**src/rtl/imm_decode_ctrl.sv**
```systemverilog
// Instruction classifier and immediate capture for decode, with a 2-entry
// in-order head/skid buffer between fetch and the decode consumer.
module imm_decode_ctrl #(
    parameter int CNT_W = 16
) (
    input  logic             clk,
    input  logic             rst_n,
    input  logic             in_valid,
    output logic             in_ready,
    input  logic [31:0]      in_instr,
    input  logic [63:0]      in_pc,
    input  logic             flush,
    output logic [31:0]      gen_instr,
    output logic [1:0]       gen_src,
    input  logic [63:0]      gen_imm,
    output logic             out_valid,
    input  logic             out_ready,
    output logic [31:0]      out_instr,
    output logic [63:0]      out_pc,
    output logic [63:0]      out_imm,
    output logic [2:0]       out_type,
    output logic             out_illegal,
    output logic [CNT_W-1:0] illegal_cnt
);
    typedef enum logic [1:0] {EMPTY, ONE, TWO} state_t;

    localparam logic [2:0] T_NONE = 3'd0, T_I = 3'd1, T_S = 3'd2,
                           T_B = 3'd3, T_J = 3'd4, T_U = 3'd5;

    typedef struct packed {
        logic [31:0] instr;
        logic [63:0] pc;
        logic [63:0] imm;
        logic [2:0]  typ;
        logic        illegal;
    } entry_t;

    state_t state, state_nxt;
    entry_t head, skid, new_ent;
    logic   cls_ill;
    logic [2:0] cls_type;
    logic   push, pop, ld_head_new, ld_skid, head_from_skid;

    always_comb begin
        cls_type = T_NONE;
        cls_ill  = 1'b0;
        case (in_instr[6:0])
            7'b0000011, 7'b0010011, 7'b0011011,
            7'b1100111, 7'b0001111, 7'b1110011: cls_type = T_I;
            7'b0100011:                         cls_type = T_S;
            7'b1100011:                         cls_type = T_B;
            7'b1101111:                         cls_type = T_J;
            7'b0110111, 7'b0010111:             cls_type = T_U;
            7'b0110011, 7'b0111011:             cls_type = T_NONE;
            default:                            cls_ill  = 1'b1;
        endcase
    end

    assign gen_instr = in_instr;

    always_comb begin
        case (cls_type)
            T_S:     gen_src = 2'b01;
            T_B:     gen_src = 2'b10;
            T_J:     gen_src = 2'b11;
            default: gen_src = 2'b00;
        endcase
    end

    always_comb begin
        new_ent.instr   = in_instr;
        new_ent.pc      = in_pc;
        new_ent.typ     = cls_type;
        new_ent.illegal = cls_ill;
        case (cls_type)
            T_I, T_S, T_B, T_J: new_ent.imm = gen_imm;
            T_U:     new_ent.imm = {{32{in_instr[31]}}, in_instr[31:12], 12'b0};
            default: new_ent.imm = 64'b0;
        endcase
    end

    assign out_valid = (state != EMPTY);
    // Flush kills the handshake so neither the buffer nor the counter see it.
    assign push = in_valid && in_ready && !flush;
    assign pop  = out_valid && out_ready;

    always_ff @(posedge clk or negedge rst_n) begin
        if (!rst_n) state <= EMPTY;
        else        state <= state_nxt;
    end

    always_comb begin
        state_nxt      = state;
        ld_head_new    = 1'b0;
        ld_skid        = 1'b0;
        head_from_skid = 1'b0;
        if (flush) begin
            state_nxt = EMPTY;
        end else begin
            case (state)
                EMPTY: if (push) begin
                    state_nxt   = ONE;
                    ld_head_new = 1'b1;
                end
                ONE: begin
                    if (push && !pop) begin
                        state_nxt = TWO;
                        ld_skid   = 1'b1;
                    end else if (pop && !push) begin
                        state_nxt = EMPTY;
                    end else if (push && pop) begin
                        ld_head_new = 1'b1;
                    end
                end
                TWO: if (pop) begin
                    state_nxt      = ONE;
                    head_from_skid = 1'b1;
                end
                default: state_nxt = EMPTY;
            endcase
        end
    end

    always_ff @(posedge clk or negedge rst_n) begin
        if (!rst_n) begin
            head     <= '0;
            skid     <= '0;
            in_ready <= 1'b0;
        end else begin
            if (ld_head_new)         head <= new_ent;
            else if (head_from_skid) head <= skid;
            if (ld_skid)             skid <= new_ent;
            in_ready <= (state_nxt != TWO);
        end
    end

    always_ff @(posedge clk or negedge rst_n) begin
        if (!rst_n)
            illegal_cnt <= '0;
        else if (push && cls_ill && (illegal_cnt != {CNT_W{1'b1}}))
            illegal_cnt <= illegal_cnt + 1'b1;
    end

    assign out_instr   = head.instr;
    assign out_pc      = head.pc;
    assign out_imm     = head.imm;
    assign out_type    = head.typ;
    assign out_illegal = head.illegal;
endmodule

```
**config.mk**
```make
export PLATFORM = sky130hd
export DESIGN_NAME = imm_decode_ctrl
export DESIGN_NICKNAME = d
export VERILOG_FILES = /design/src/rtl/imm_decode_ctrl.sv
export SDC_FILE = /design/constraint.sdc
export NUM_CORES = 1
export LEC_CHECK = 0
export CAP_MARGIN = 20
export CORE_MARGIN = 10
export CORE_UTILIZATION = 45
export CTS_BUF_LIST = sky130_fd_sc_hd__clkbuf_8
export DETAILED_ROUTE_END_ITERATION = 16
export GPL_ROUTABILITY_DRIVEN = 0
export PLACE_DENSITY_LB_ADDON = 0.2
export SLEW_MARGIN = 20
export SYNTH_ARGS = -nofsm -noshare
export SYNTH_HDL_FRONTEND = slang
export SYNTH_SLANG_ARGS = --single-unit
```
**constraint.sdc**
```tcl
create_clock -name clk -period 3 [get_ports clk]
set_input_delay 0.6 -clock clk [delete_from_list [all_inputs] [get_ports clk]]
set_output_delay 0.6 -clock clk [all_outputs]
set_load 0.02 [all_outputs]
```
==> results.json <==
{
  "run_status": "completed",
  "initial_standard_cell_utilization_of_the_core": 0.458,
  "design.die.area_mm2": 0.0420,
  "grt_first_pass_wirelength_um": 78300,
  "critical_path_arrival_ps": 2160,
  "worst_pin_slew_ps": 646,
  "detailedPlacementHpwl_um": 33700,
  "total_leakage_power_nw": 9.55,
  "cts_buffer_depth": 3,
  "synth_edf_count": 0,
  "finalCritPeriodShare": 0.920,
  "grt.total_usage": 0.230,
  "filler_cells": 2837,
  "final_util": 0.622,
  "power.ir.vdd_worst_mv": 0.414,
  "unrepaired_setup_endpoints_after_global_routing": "false",
  "fin_crit_ps": 2760,
  "row_count": 67,
  "dp_slack_ps": -269,
  "maxSlewViolCount": 0,
  "routed_wire_length_per_instance_um": 19.1,
  "final.setup.worst_slack_ps": 241,
  "proportion_of_power_drawn_by_the_clock_network": 0.311,
  "drt_pre_antenna_iters": 5,
  "port_buffers": 380,
  "syn_inst": 1762,
  "switching_power_mw": 4.18,
  "sw_frac_of_total": 0.305,
  "power.combinational.fraction": 0.237,
  "synthArstFlopShare": 1.00,
  "cts_buffers": 57,
  "holdCritPathClass": "flop to flop",
  "detail-route-antenna-nets": 0,
  "chip_height_um": 205,
  "yosys_register_bits": 347,
  "die_w_um": 205,
  "clock.fmax_ghz": 0.362,
  "root_buffer": "sky130_fd_sc_hd__clkbuf_8",
  "maximum_capacitance_violations": 0,
  "tritoncts": "yes",
  "internal-power_mw": 9.53,
  "synth.cell_area_mm2": 0.0154,
  "floorplan.core_area_mm2": 0.0336,
  "end_kind": "primary output",
  "finalSetupViolations": 0,
  "first_global_vias": 13878,
  "synth.yosys.seq_area_share": 0.564,
  "hold_violations": 0,
  "critPathMaxFanout": 8,
  "num_io_pins": 381,
  "viasPerCell": 5.34,
  "areaGrowthSynthToFinish_pct": 35.9,
  "power.density_cell_area_mw_per_mm2": 655,
  "clock_sinks": 347,
  "cts_setup_buffers": 0,
  "main_synth_ff_type": "sky130_fd_sc_hd__dfrtp_1",
  "synth_fp_nets": 1928,
  "antenna_found_initial": 3,
  "clk_latency_ps": 580,
  "crit_type": "primary input to primary output",
  "share_of_final_layout_standard_cells_stronger_than_drive_strength_1": 0.0854,
  "worst_clock_skew_ps": 22.1,
  "totalPowerFinal_mw": 13.7,
  "htree_levels": 2,
  "seq_power_share": 0.452,
  "cp_data_required_time_ps": 2400,
  "yosysWarnings": 0,
  "timing.hold.ws_ps": 473,
  "per_instance_average_area_after_synthesis_um2": 8.74,
  "ys_types": 53,
  "drt-initial-drc-count": 1080,
  "finalWirelength_um": 49900,
  "timing.critical_path.from_type": "primary input",
  "final_nets": 2274,
  "grt_start_max_net_pins": 137,
  "gr-total-overflow": 0,
  "cts.clk_slew.worst_paths_ps": 60,
  "worst_slew_slack_as_a_fraction_of_its_limit": 0.569,
  "via_count": 13893,
  "drc_errors": 0
}
[final cells by class]
| type | instances | area [um^2] | area share |
|---|---|---|---|
| inverters | 4 | 15.0 | 0.000718 |
| clock inverters | 28 | 146 | 0.00700 |
| diodes | 2 | 5.00 | 0.000239 |
| multi-input cells | 1248 | 5880 | 0.281 |
| repair buffers | 450 | 4570 | 0.218 |
| clock buffers | 77 | 1060 | 0.0507 |
| well taps | 448 | 561 | 0.0268 |
| flip-flops and latches | 347 | 8680 | 0.415 |
[synthesized netlist by cell type (2+ instances only)]
cell type | n | area [um^2]
sky130_fd_sc_hd__buf_2 | 72 | 360
sky130_fd_sc_hd__and2_1 | 2 | 12.5
sky130_fd_sc_hd__a21oi_2 | 2 | 17.5
sky130_fd_sc_hd__a21oi_1 | 107 | 536
sky130_fd_sc_hd__inv_1 | 4 | 15.0
sky130_fd_sc_hd__a21boi_0 | 2 | 15.0
sky130_fd_sc_hd__xor2_1 | 5 | 43.8
sky130_fd_sc_hd__nor2_1 | 164 | 616
sky130_fd_sc_hd__mux2_1 | 2 | 22.5
sky130_fd_sc_hd__buf_6 | 3 | 33.8
sky130_fd_sc_hd__nor3_1 | 6 | 30.0
sky130_fd_sc_hd__and3_1 | 17 | 106
sky130_fd_sc_hd__clkbuf_1 | 48 | 180
sky130_fd_sc_hd__or3_1 | 2 | 12.5
sky130_fd_sc_hd__nor3b_1 | 2 | 15.0
sky130_fd_sc_hd__dfrtp_1 | 347 | 8680
sky130_fd_sc_hd__nand3_1 | 74 | 370
sky130_fd_sc_hd__buf_4 | 35 | 263
sky130_fd_sc_hd__o21ai_1 | 8 | 40.0
sky130_fd_sc_hd__a32oi_1 | 53 | 464
sky130_fd_sc_hd__a31oi_1 | 99 | 619
sky130_fd_sc_hd__nor3_2 | 2 | 20.0
sky130_fd_sc_hd__buf_1 | 5 | 18.8
sky130_fd_sc_hd__xnor2_1 | 8 | 70.1
sky130_fd_sc_hd__nor2b_1 | 2 | 12.5
sky130_fd_sc_hd__nand3_2 | 2 | 20.0
sky130_fd_sc_hd__and4_1 | 2 | 17.5
sky130_fd_sc_hd__nand2b_1 | 2 | 12.5
sky130_fd_sc_hd__or2_2 | 2 | 12.5
sky130_fd_sc_hd__nand4_1 | 6 | 37.5
sky130_fd_sc_hd__a21o_1 | 2 | 15.0
sky130_fd_sc_hd__nand2_1 | 645 | 2420
sky130_fd_sc_hd__o21ai_0 | 10 | 50.1
[stage by stage]
step / TNS [ps] / cell area, um^2 / instances
after detailed placement: -269 / 19700 / 2496
after global placement: -240 / 19700 / 2496
final: 0 / 20900 / 2604
after global routing: 0 / 20900 / 2604
after CTS: 0 / 20900 / 2602
after floorplan: 0 / 15400 / 1762
[what timing repair did]
action,4_1_cts,5_1_grt
hold buffers,1,0
resized for setup,2,5
hold endpoints to repair,47,0
setup endpoints to repair,2,1
[worst max-delay path: stages]
cell                              delay [ps]
sky130_fd_sc_hd__clkdlybuf4s50_1         520
sky130_fd_sc_hd__buf_4                   180
sky130_fd_sc_hd__mux2i_1                 200
sky130_fd_sc_hd__nor3_1                   60
sky130_fd_sc_hd__o21ai_1                 180
sky130_fd_sc_hd__a21boi_0                220
sky130_fd_sc_hd__clkbuf_2                200
[cells in the final DEF, fill, tap and decap left out, types with 2 or more instances in the layout]
master                            count
sky130_fd_sc_hd__and3_1              17
sky130_fd_sc_hd__mux2_1               2
sky130_fd_sc_hd__diode_2              2
sky130_fd_sc_hd__nand2_1            644
sky130_fd_sc_hd__xnor2_1              8
sky130_fd_sc_hd__a21boi_0             2
sky130_fd_sc_hd__or2_2                2
sky130_fd_sc_hd__or3_4                2
sky130_fd_sc_hd__o21ai_0              9
sky130_fd_sc_hd__nand3_2              2
sky130_fd_sc_hd__o21ai_1              9
sky130_fd_sc_hd__a21o_2               2
sky130_fd_sc_hd__inv_1               24
sky130_fd_sc_hd__a21oi_2              2
sky130_fd_sc_hd__clkinv_2             5
sky130_fd_sc_hd__nand3_1             74
sky130_fd_sc_hd__a21oi_1            107
sky130_fd_sc_hd__buf_12              19
sky130_fd_sc_hd__nor3_2               2
sky130_fd_sc_hd__nor2_1             164
sky130_fd_sc_hd__dfrtp_1            347
sky130_fd_sc_hd__xor2_1               5
sky130_fd_sc_hd__nor2b_1              2
sky130_fd_sc_hd__nand2b_1             2
sky130_fd_sc_hd__nor3_1               5
sky130_fd_sc_hd__a31oi_1             99
sky130_fd_sc_hd__buf_4               50
sky130_fd_sc_hd__a32oi_1             53
sky130_fd_sc_hd__clkbuf_8            77
sky130_fd_sc_hd__clkdlybuf4s50_1    377
sky130_fd_sc_hd__and4_1               2
sky130_fd_sc_hd__nand4_1              6
[power by group through the flow]
| stage | clock network (mW) | registers, mW | logic (mW) |
|---|---|---|---|
| after detailed placement | 0 | 6.26 | 3.29 |
| after CTS | 4.36 | 6.19 | 3.30 |
| after global routing | 4.57 | 6.31 | 3.57 |
| after floorplan | 0 | 6.66 | 1.15 |
| final | 4.26 | 6.20 | 3.26 |
| after global placement | 0 | 6.23 | 3.22 |
[sequential cells by signal (all words and copies together), names as in the netlist]
signal,cells
illegal_cnt,16
in_ready,1
out_illegal,1
out_imm,64
out_instr,32
out_pc,64
out_type,3
skid,164
state,2
[kinds of logic (layout without fill, tap and decap cells)]
kind of cell | count (synthesis) | count (layout) | synth area share
buf+inv | 167 | 559 | 0.0566
flops | 347 | 347 | 0.564
xor+xnor | 13 | 13 | 0.00740
other cells | 0 | 2 | 0
fa+ha+maj | 1 | 1 | 0.000813
compound gates | 288 | 288 | 0.118
simple gates | 941 | 941 | 0.249
mux | 5 | 5 | 0.00382
[final timing paths]
| path | to | slack, ps | startpoint | cells past startpoint |
|---|---|---|---|---|
| min in group asynchronous | out_pc[18] | 560 | rst_n | 2 |
| max in group asynchronous | out_pc[7] | 1700 | rst_n | 3 |
| hold / removal | skid[152] | 470 | skid[152] | 2 |
| setup reg to reg | illegal_cnt[1] | 840 | illegal_cnt[0] | 6 |
| hold reg to reg | skid[152] | 470 | skid[152] | 2 |
| setup / recovery | gen_src[0] | 240 | in_instr[2] | 7 |
[routing by layer]
layer	wire length, um	track usage	vias up
li1	-	-	6543
met1	20600	0.299	6785
met2	24100	0.374	500
met3	4260	0.0640	63
met4	845	0.0549	2
met5	18	0	-
No activity file was read; power rests on OpenSTA's default activity.
